[config.mk]
export PLATFORM = sky130hd
export DESIGN_NAME = count_monitor
export DESIGN_NICKNAME = d
export VERILOG_FILES = /design/src/rtl/count_monitor.sv
export SDC_FILE = /design/constraint.sdc
export NUM_CORES = 1
export LEC_CHECK = 0
export BUFFER_PORTS_ARGS = -buffer_cell sky130_fd_sc_hd__buf_2
export CAP_MARGIN = 40
export CORE_UTILIZATION = 51
export CTS_CLUSTER_DIAMETER = 100
export DETAILED_ROUTE_END_ITERATION = 12
export GPL_ROUTABILITY_DRIVEN = 0
export PLACE_DENSITY = 0.75
export SLEW_MARGIN = 10
export SYNTH_ARGS = -nofsm -noshare
export SYNTH_HDL_FRONTEND = slang
export SYNTH_SLANG_ARGS = --single-unit
export TNS_END_PERCENT = 10
[constraint.sdc]
create_clock -name clk -period 3.4 [get_ports clk]
set_clock_uncertainty 0.15 [all_clocks]
set_input_delay 0.34 -clock clk [delete_from_list [all_inputs] [get_ports clk]]
set_output_delay 0.34 -clock clk [all_outputs]
set_load 0.1 [all_outputs]
[src/rtl/count_monitor.sv]
// Classifies successive 4-bit counter samples into WRAP/JUMP/RESTART events and queues them in a FIFO (1-cycle latency).
// Consumer backpressure via evt_ready; a full FIFO with no pop drops the new event and sets sticky overflow.
module count_monitor #(
  parameter int DEPTH  = 4,
  parameter int WRAP_W = 8
) (
  input  logic              clk,
  input  logic              reset,
  input  logic [3:0]        cnt_in,
  input  logic              cnt_valid,
  output logic              evt_valid,
  input  logic              evt_ready,
  output logic [1:0]        evt_type,
  output logic [3:0]        evt_cnt,
  output logic [WRAP_W-1:0] wrap_count,
  output logic              overflow
);
  localparam int AW = $clog2(DEPTH);
  localparam logic [AW:0]       OCC_FULL = (AW+1)'(DEPTH);
  localparam logic [AW:0]       OCC_ONE  = (AW+1)'(1);
  localparam logic [AW-1:0]     PTR_ONE  = AW'(1);
  localparam logic [WRAP_W-1:0] WRAP_ONE = WRAP_W'(1);
  localparam logic [1:0] EVT_WRAP    = 2'b01;
  localparam logic [1:0] EVT_JUMP    = 2'b10;
  localparam logic [1:0] EVT_RESTART = 2'b11;

  logic [3:0]        r_prev_cnt;
  logic              r_prev_ok;
  logic [1:0]        r_mem_type [DEPTH];
  logic [3:0]        r_mem_cnt  [DEPTH];
  logic [AW-1:0]     r_wr_ptr;
  logic [AW-1:0]     r_rd_ptr;
  logic [AW:0]       r_occ;
  logic [WRAP_W-1:0] r_wrap_count;
  logic              r_overflow;

  logic       w_hold;
  logic       w_step;
  logic       w_wrap;
  logic       w_restart;
  logic       w_evt;
  logic [1:0] w_evt_type;
  logic       w_full;
  logic       w_pop;
  logic       w_push;

  // prev+1 overflows to 0 when prev is 15, so STEP must exclude that case explicitly
  always_comb begin
    w_hold     = (cnt_in == r_prev_cnt);
    w_step     = (r_prev_cnt != 4'hF) && (cnt_in == r_prev_cnt + 4'd1);
    w_wrap     = (r_prev_cnt == 4'hF) && (cnt_in == 4'h0);
    w_restart  = (r_prev_cnt != 4'hF) && (cnt_in == 4'h0);
    w_evt      = cnt_valid && r_prev_ok && !w_hold && !w_step;
    w_evt_type = w_wrap ? EVT_WRAP : (w_restart ? EVT_RESTART : EVT_JUMP);
  end

  always_comb begin
    evt_valid  = (r_occ != '0);
    evt_type   = evt_valid ? r_mem_type[r_rd_ptr] : 2'b00;
    evt_cnt    = evt_valid ? r_mem_cnt[r_rd_ptr]  : 4'h0;
    wrap_count = r_wrap_count;
    overflow   = r_overflow;
    w_full     = (r_occ == OCC_FULL);
    w_pop      = evt_valid && evt_ready;
    w_push     = w_evt && (!w_full || w_pop);
  end

  always_ff @(posedge clk) begin
    if (reset) begin
      r_prev_cnt <= 4'h0;
      r_prev_ok  <= 1'b0;
    end else if (cnt_valid) begin
      r_prev_cnt <= cnt_in;
      r_prev_ok  <= 1'b1;
    end
  end

  always_ff @(posedge clk) begin
    if (reset) begin
      r_wr_ptr <= '0;
      r_rd_ptr <= '0;
      r_occ    <= '0;
    end else begin
      if (w_push) r_wr_ptr <= r_wr_ptr + PTR_ONE;
      if (w_pop)  r_rd_ptr <= r_rd_ptr + PTR_ONE;
      case ({w_push, w_pop})
        2'b10:   r_occ <= r_occ + OCC_ONE;
        2'b01:   r_occ <= r_occ - OCC_ONE;
        default: r_occ <= r_occ;
      endcase
    end
  end

  // Storage needs no reset: entries are only visible through r_occ
  always_ff @(posedge clk) begin
    if (!reset && w_push) begin
      r_mem_type[r_wr_ptr] <= w_evt_type;
      r_mem_cnt[r_wr_ptr]  <= cnt_in;
    end
  end

  always_ff @(posedge clk) begin
    if (reset) begin
      r_wrap_count <= '0;
      r_overflow   <= 1'b0;
    end else begin
      if (w_evt && w_wrap && (r_wrap_count != '1)) r_wrap_count <= r_wrap_count + WRAP_ONE;
      if (w_evt && !w_push) r_overflow <= 1'b1;
    end
  end
endmodule
==> metrics, run 1 <==
setup TNS=0 ns; core area=4058 sq um; placed inst area=2331 sq um; Sw Ratio=41.83%; I/O pin cnt=24; share of cells above drive strength 1=22.17%; Port-buffer cells=23; DRT Pass-1 Iters=4; minimum clock period=2.936 ns; Slew Limit Fails=0; Max rail drop VDD=0.3383 mV; DR vias=1401; Primary FF master, synth=edfxtp_1; CTS tree=built; Int Power=0.001089 W; postcts setup bufs=0; slew margin rel.=47.17%; synthesized instance count=178; PD cells=760.1 nW/um^2; n_diodes=0; Rows=23; synth warn=0; combinational fraction of design power=39.4%; GR Overflow Total=0; highest-count cells in the layout ignoring fill and taps=edfxtp_1 (24), dfxtp_1 (23), buf_2 (23); Post-CTS Resized=0; max-cap check violation count=0; Final Hold Fails=0; Yosys reg bits=47; Seq pwr share=35.8%; Initial DRC Count=26; CTS Hold Bufs=0; commonest non-fill, non-tap cell in the layout=edfxtp_1; Post-DP HPWL=2.701 mm; drt via density=5.538; WS Path Type=reg -> reg; Leak=0.9461 nW; Final ANT Viol Nets=0; Finished Core Util=60.72%; largest net degree at the start of global routing=32; Die Ht=67.39 microns; Clk pin slew, worst setup/hold paths=0.08 ns; clock network power share=24.8%; DRC=0; Syn Std Cell Area=2181 sq um; Total GRT Usage=19.13%; NumNets Final=217; Final period util=86.35%; Initial Util=53.75%; sequential area share after synthesis=54.16%; Clock Latency Late Sink=0.29 ns; switching power=0.0007833 W; CTS H-Tree Depth=2; Mean Syn Cell Area=12.25 sq um; status=complete, no violations; minimum hold slack=0.1728 ns; Setup crit start kind=flip-flop; Max Clock Freq=0.3406 GHz; clock tree sinks=47; HP Class=in -> reg; number of global-route vias before repair=1406; Overall Power=0.001873 W; CTS root buf=clkbuf_8; worst path arrival time=2.97 ns; maximum root-to-sink buffer count=2; total die area=4541 sq um; Post-synth EDFFs=24; P&R area growth vs syn=12.97%; peak fanout along the critical path=19; worst-margin pin slew=0.7814 ns; Worst Setup End Kind=flip-flop; drt total wl=3.645 mm; post-DR wirelength/cell=14.41 microns; cts bufs inserted=5; Post-Syn Nets=193; initial antenna violation count=0; CP required=3.44 ns; Die Wd=67.39 microns; post-layout instance area=2464 sq um; Synth cell types=41; first-pass GRT wire length=6.175 mm; Post-synth ARST share=0%; RSZ-0062 raised after global routing=false; # setup viols final=0
==> power by group through the flow <==
stage | sequential (W) | combinational (W) | clock [W]
global route | 0.000677 | 0.000788 | 0.000501
finish | 0.000670 | 0.000737 | 0.000465
detailed placement | 0.000684 | 0.000743 | 0
global placement | 0.000681 | 0.000732 | 0
CTS | 0.000670 | 0.000743 | 0.000480
floorplan | 0.000670 | 0.000634 | 0
==> worst paths after layout <==
path	startpoint	endpoint	slack, ns	cells past startpoint
max	r_prev_cnt[1]$_SDFFE_PP0P_	r_occ[2]$_SDFFE_PP0P_	0.46	10
min	cnt_in[3]	r_mem_cnt[3][3]$_DFFE_PP_	0.17	1
max reg2reg	r_prev_cnt[1]$_SDFFE_PP0P_	r_occ[2]$_SDFFE_PP0P_	0.46	10
min reg2reg	r_prev_ok$_SDFFE_PP0P_	r_prev_ok$_SDFFE_PP0P_	0.32	2
==> cells by family (layout without fill, tap and decap cells) <==
kind of cell / Yosys count / after routing / synth area share, %
AO/OA/AOI/OAI: 18 / 18 / 6.024
XOR/XNOR: 9 / 9 / 3.615
adder cells (fa/ha/maj): 7 / 7 / 4.360
buffers and inverters: 11 / 36 / 2.295
flip-flops: 47 / 47 / 54.16
multiplexers: 17 / 17 / 11.47
AND/OR/NAND/NOR: 69 / 69 / 18.07
==> Yosys cell counts (all sizes together) (5+ instances only) <==
master,count,area [sq um]
dfxtp,23,460.4
ha,6,75.07
edfxtp,24,720.7
clkbuf,5,18.77
mux4,6,135.1
xor2,6,52.55
and2,6,37.54
nor2,16,60.06
a21oi,5,25.02
mux2i,7,70.07
nand2b,7,43.79
nor2b,12,75.07
==> critical path, cell delays in order, from the launching register on <==
cell	delay, ns
dfxtp_1	0.40
ha_1	0.25
or3b_2	0.46
nand3_1	0.11
a31o_2	0.36
and2_1	0.20
fa_1	0.16
inv_1	0.05
nor4_1	0.28
a32oi_1	0.11
mux2_2	0.30
==> metal layers <==
metal	vias up	wire length, microns	GRT usage (%)
met4	0	59	6.915
met3	9	150	5.912
met5	-	0	0
met1	669	1487	19.96
li1	693	-	-
met2	30	1947	35.63
==> state kept, by name (all words and copies together) (netlist names), named ones only <==
signal,flops
r_occ,3
overflow,1
wrap_count,8
r_mem_type,8
r_mem_cnt,16
r_wr_ptr,2
r_prev_cnt,4
r_prev_ok,1
r_rd_ptr,2
==> layout make-up <==
cell class	instances	area, sq um
Timing Repair Buffer	24	122.6
Clock buffer	6	72.57
Multi-Input combinational cell	120	949.7
Sequential cell	47	1181
Fill cell	330	1594
Inverter	4	15.01
Clock inverter	2	60.06
Tap cell	50	62.56
==> stage by stage <==
step / cells / worst slack [ns]
floorplan: 178 / 0.6515
global placement: 245 / 0.6465
detailed placement: 245 / 0.4840
CTS: 253 / 0.4719
global route: 253 / 0.2762
finish: 253 / 0.4641
Note: power is estimated with default switching activity, not from simulation.
==> run 2: changes to the inputs <==
--- a/config.mk
+++ b/config.mk
@@ -14,2 +14,3 @@
 export PLACE_DENSITY = 0.75
+export SKIP_LAST_GASP = 1
 export SLEW_MARGIN = 10
==> constraint.sdc (replaced) <==
create_clock -name clk -period 3.4 [get_ports clk]
set_clock_uncertainty 0.15 [all_clocks]
set_input_delay 0.68 -clock clk [delete_from_list [all_inputs] [get_ports clk]]
set_output_delay 0.68 -clock clk [all_outputs]
set_load 0.1 [all_outputs]
==> run 2 against run 1 <==
  * Die area unchanged
  * First-iteration DRC count increased by 130%
  * Combinational power about the same
  * Critical path type unchanged
  * Clock power decreased by 30%
  * Via count unchanged
  * Critical endpoint unchanged
  * Flip-flop and latch count unchanged
  * Utilization decreased by 0.89 points
  * Register-to-register slack improved by 0.22 ns
  * Highest routed layer unchanged
  * Largest power group unchanged
  * Global-route usage increased by 1.4 points
  * Fmax increased by 7.9%
==> metrics, run 2 (same netlist as run 1, synthesis figures left out) <==
status=complete, no violations; core area=4058 sq um; Port-buffer cells=23; highest-count cells in the layout ignoring fill and taps=edfxtp_1 (24), dfxtp_1 (23), buf_2 (23); Max rail drop VDD=0.3752 mV; Seq pwr share=38.7%; DRC=0; Final period util=80.03%; Initial DRC Count=60; WS Path Type=reg -> reg; HP Class=reg -> reg; drt via density=5.516; total die area=4541 sq um; Leak=0.9252 nW; postcts setup bufs=0; Initial Util=53.75%; initial antenna violation count=0; Total GRT Usage=20.49%; max-cap check violation count=0; Final ANT Viol Nets=0; minimum clock period=2.721 ns; setup TNS=0 ns; # setup viols final=0; largest net degree at the start of global routing=32; FILL cells=333; P&R area growth vs syn=11.30%; slew margin rel.=47.49%; Slew Limit Fails=0; n_diodes=0; combinational fraction of design power=42.6%; Final Hold Fails=0; Finished Core Util=59.82%; switching power=0.0007924 W; worst path arrival time=2.76 ns; CP peak stage delay=0.46 ns; met2 GRT Util=36.88%; cts bufs inserted=5; RSZ-0062 raised after global routing=false; share of cells above drive strength 1=23.04%; Die Wd=67.39 microns; CP Capture Point=r_occ[2]$_SDFFE_PP0P_; CTS root buf=clkbuf_8; DRT Pass-1 Iters=4; Reg-to-Reg Start=r_prev_cnt[0]$_SDFFE_PP0P_; Setup crit start kind=flip-flop; I/O pin cnt=24; met1 global-route usage=23.29%; Rows=23; CTS Hold Bufs=0; PD cells=713.6 nW/um^2; Max Clock Freq=0.3675 GHz; Worst Setup End Kind=flip-flop; worst reg2reg endpoint=r_occ[2]$_SDFFE_PP0P_; maximum root-to-sink buffer count=2; Clock Latency Late Sink=0.29 ns; first-pass GRT wire length=6.720 mm; Clk pin slew, worst setup/hold paths=0.08 ns; Die Ht=67.39 microns; met3 usage=4.730%; Post-CTS Resized=0; CTS H-Tree Depth=2; worst-margin pin slew=0.7767 ns; CP required=3.44 ns; Int Power=0.0009398 W; Post-DP HPWL=2.845 mm; DR vias=1401; peak fanout along the critical path=4; Setup crit start=r_prev_cnt[0]$_SDFFE_PP0P_; number of global-route vias before repair=1413; clock network power share=18.7%; commonest non-fill, non-tap cell in the layout=edfxtp_1; drt total wl=3.855 mm; crit path cell chain=ha_1 > or3b_2 > nand3_1 > a31o_2 > and2_1 > fa_1 > inv_1 > nor4_1 > a32oi_1 > mux2_2; reg2reg setup slack=0.68 ns; post-DR wirelength/cell=15.18 microns; Largest register FFs=16; Most flops, register=r_mem_cnt; R2R cell count=10; CP max stage cell=or3b_2; Most Crowded Layer GR=met2; Sw Ratio=45.74%; clock tree sinks=47; NumNets Final=218; GR Overflow Total=0; CTS tree=built
==> run 2: cell count changes in the layout (fill, tap and decap cells not counted), sizes merged <==
cell	change
buf	+1
clkinv	+1
clkbuf	-1
clkinvlp	+2
bufinv	-2
==> run 2: how the worst min path moves through the flow <==
stage,startpoint,endpoint,slack [ns],cells past startpoint
global placement,r_prev_ok$_SDFFE_PP0P_,r_prev_ok$_SDFFE_PP0P_,0.29,2
finish,r_prev_ok$_SDFFE_PP0P_,r_prev_ok$_SDFFE_PP0P_,0.32,2
global route,r_prev_ok$_SDFFE_PP0P_,r_prev_ok$_SDFFE_PP0P_,0.35,2
floorplan,r_prev_ok$_SDFFE_PP0P_,r_prev_ok$_SDFFE_PP0P_,0.28,2
detailed placement,r_prev_ok$_SDFFE_PP0P_,r_prev_ok$_SDFFE_PP0P_,0.30,2
CTS,r_prev_ok$_SDFFE_PP0P_,r_prev_ok$_SDFFE_PP0P_,0.32,2
==> run 2: final cells by class <==
type	instances	area, sq um	share of cell area (%)
Inverter	4	15.01	0.6186
Multi-Input combinational cell	120	949.7	39.12
Clock inverter	3	20.02	0.8247
Clock buffer	5	68.82	2.835
Timing Repair Buffer	25	130.1	5.361
Sequential cell	47	1181	48.66
Tap cell	50	62.56	2.577
==> run 2: per-stage QoR <==
| step | std cells | area (sq um) | hold WS [ns] | setup WS (ns) | total power [W] |
|---|---|---|---|---|---|
| after floorplan | 178 | 2181 | 0.2772 | 0.3115 | 0.001304 |
| after global placement | 246 | 2338 | 0.2931 | 0.5162 | 0.001417 |
| after detailed placement | 246 | 2338 | 0.3042 | 0.4096 | 0.001429 |
| after CTS | 254 | 2427 | 0.3237 | 0.6798 | 0.001754 |
| after global routing | 254 | 2427 | 0.3471 | 0.5462 | 0.001825 |
| final | 254 | 2427 | 0.3183 | 0.6791 | 0.001732 |
==> run 2: per-layer routing <==
layer	up-vias	wire length, microns
li1	697	-
met1	681	1642
met2	21	2050
met3	2	129
met4	0	33
met5	-	0
==> run 2: critical path: cells and delay by family (launching register included) <==
family	cells	cell delay, ns
simple gates	4	1.03
flops	1	0.42
fa+ha+maj	2	0.41
mux	1	0.29
compound gates	2	0.27
buf+inv	1	0.05
==> run 2: power groups by stage <==
stage / Clock (W) / Sequential, W / Combinational, W
final: 0.000324 / 0.000670 / 0.000739
after global routing: 0.000354 / 0.000678 / 0.000792
after CTS: 0.000337 / 0.000670 / 0.000747
after detailed placement: 0 / 0.000683 / 0.000746
after global placement: 0 / 0.000681 / 0.000735
after floorplan: 0 / 0.000670 / 0.000634
==> run 3: changes to the inputs <==
PLACE_DENSITY = 0.78   (was 0.75)
clock period = 2.4 ns   (was 3.4 ns; I/O delays follow)
==> run 3 against run 2 <==
  * The flow now finishes with violations (negative setup slack)
  * Power grew 45%
  * Combinational power grew 49%
  * Clock power increased by 39%
  * Global-route usage barely moved
  * Routed wire length is 5.2% higher
  * Flip-flop and latch count did not move
  * Non-clock buffer count up 17
  * Via count rose by 4.6%
  * Count of clock-buffer cells in the layout is 1 higher
  * Final area increased by 6.9%
  * Critical path type unchanged
==> metrics, run 3 (same netlist as run 1, synthesis figures left out) <==
PD cells=966.8 nW/um^2; Initial Util=53.75%; Max rail drop VDD=0.4646 mV; Largest register FFs=16; Sw Ratio=45.47%; switching power=0.001140 W; crit path cell chain=ha_4 > xnor2_1 > o211a_1 > a31o_2 > and2_1 > fa_2 > inv_2 > nor4_2 > a32oi_1 > mux2_2; Max Clock Freq=0.4149 GHz; CP required=2.44 ns; Final period util=100.4%; largest net degree at the start of global routing=31; minimum clock period=2.410 ns; drt total wl=4.056 mm; DRC=0; slew margin rel.=67.39%; CTS Hold Bufs=0; I/O pin cnt=24; initial antenna violation count=0; Leak=1.014 nW; commonest non-fill, non-tap cell in the layout=edfxtp_1; worst-margin pin slew=0.4925 ns; # setup viols final=1; minimum hold slack=0.3271 ns; first-pass GRT wire length=6.679 mm; CP max stage cell=mux2_2; Clock Latency Late Sink=0.29 ns; Initial DRC Count=85; Total GRT Usage=20.51%; clock tree sinks=47; RSZ-0062 raised after global routing=true; CTS H-Tree Depth=2; n_diodes=0; Port-buffer cells=23; DRT Pass-1 Iters=4; Int Power=0.001367 W; Setup crit start kind=flip-flop; worst path arrival time=2.45 ns; post-DR wirelength/cell=14.97 microns; number of global-route vias before repair=1438; Most flops, register=r_mem_cnt; Rows=23; failing checks=negative setup slack; CP peak stage delay=0.35 ns; Slew Limit Fails=0; DR vias=1465; peak fanout along the critical path=4; Post-DP HPWL=2.932 mm; highest-count cells in the layout ignoring fill and taps=edfxtp_1 (24), buf_2 (23), dfxtp_1 (20); HP Class=reg -> reg; Clk pin slew, worst setup/hold paths=0.08 ns; core area=4058 sq um; cts bufs inserted=5; total die area=4541 sq um; share of cells above drive strength 1=33.03%; WS Path Type=reg -> reg; Die Wd=67.39 microns; Final Hold Fails=0; combinational fraction of design power=44.0%; CTS tree=built; NumNets Final=235; clock network power share=17.9%; Final ANT Viol Nets=0; Final WS setup=-0.01030 ns; setup TNS=-0.01030 ns; postcts setup bufs=0; Seq pwr share=38.1%; Die Ht=67.39 microns; CTS root buf=clkbuf_8; maximum root-to-sink buffer count=2; drt via density=5.406; status=finished with violations; P&R area growth vs syn=18.93%; Worst Setup End Kind=flip-flop; max-cap check violation count=0; GR Overflow Total=0
[run 3: cell types whose count changed in the layout (fill, tap and decap cells not counted), sizes merged]
| cell | delta |
|---|---|
| clkinvlp | -2 |
| clkinv | +1 |
| buf | +17 |
| clkbuf | +1 |
[run 3: layer usage]
metal  vias to the layer above  routed length [microns]  track usage (%)  share of wire (%)
met5                         -                        0                0                  0
met4                         0                       47            9.840                1.2
met3                         4                      154            4.054                3.8
met2                        33                     2107            37.25                 52
met1                       700                     1746            22.69                 43
li1                        728                        -                -                  -
[run 3: stage by stage]
step / utilization [%] / cell area (sq um) / total power [W] / setup slack [ns] / std cells
2_1_floorplan: - / 2183 / 0.001853 / -0.4885 / 178
3_3_place_gp: 60.84 / 2469 / 0.002043 / -0.1962 / 263
3_5_place_dp: 60.84 / 2469 / 0.002068 / -0.2581 / 263
4_1_cts: 63.46 / 2575 / 0.002519 / -0.07269 / 271
5_1_grt: 63.92 / 2594 / 0.002626 / -0.1062 / 271
6_report: 63.92 / 2594 / 0.002508 / -0.01030 / 271
[run 3: critical path: cells and delay by family, from the launching register on]
kind,cells,cell delay (ns)
AOI/OAI and AO/OA,3,0.59
xor gates and xnor gates,1,0.12
muxes,1,0.35
and+or+nand+nor,2,0.20
adders and majority gates,2,0.50
buffers and inverters,1,0.07
DFF,1,0.34
[run 3: worst paths after layout]
| check | start | endpoint | slack (ns) | depth (start not counted) |
|---|---|---|---|---|
| worst max-delay path | r_prev_cnt[0]$_SDFFE_PP0P_ | r_occ[2]$_SDFFE_PP0P_ | -0.01 | 10 |
| worst min-delay path | r_prev_ok$_SDFFE_PP0P_ | r_prev_ok$_SDFFE_PP0P_ | 0.33 | 2 |
| worst max register to register | r_prev_cnt[0]$_SDFFE_PP0P_ | r_occ[2]$_SDFFE_PP0P_ | -0.01 | 10 |
| worst min register to register | r_prev_ok$_SDFFE_PP0P_ | r_prev_ok$_SDFFE_PP0P_ | 0.33 | 2 |
[run 3: area by class of cell]
class / instances / area (sq um)
fill: 314 / 1464
sequential: 47 / 1187
multi-input combinational: 120 / 989.7
timing repair buffer: 42 / 257.7
clock buffer: 6 / 72.57
tap: 50 / 62.56
inverter: 4 / 15.01
clock inverter: 2 / 8.758
[run 3: power groups by stage]
stage / sequential (W) / combinational (W) / clock (W)
2_1_floorplan: 0.000950 / 0.000903 / 0
3_3_place_gp: 0.000962 / 0.00108 / 0
3_5_place_dp: 0.000969 / 0.00110 / 0
4_1_cts: 0.000953 / 0.00110 / 0.000462
5_1_grt: 0.000962 / 0.00117 / 0.000491
6_report: 0.000954 / 0.00110 / 0.000449
[run 3: timing repair]
item	in CTS	in global routing
pin swaps	1	2
endpoints found under the setup margin	31	30
resized for setup	7	5
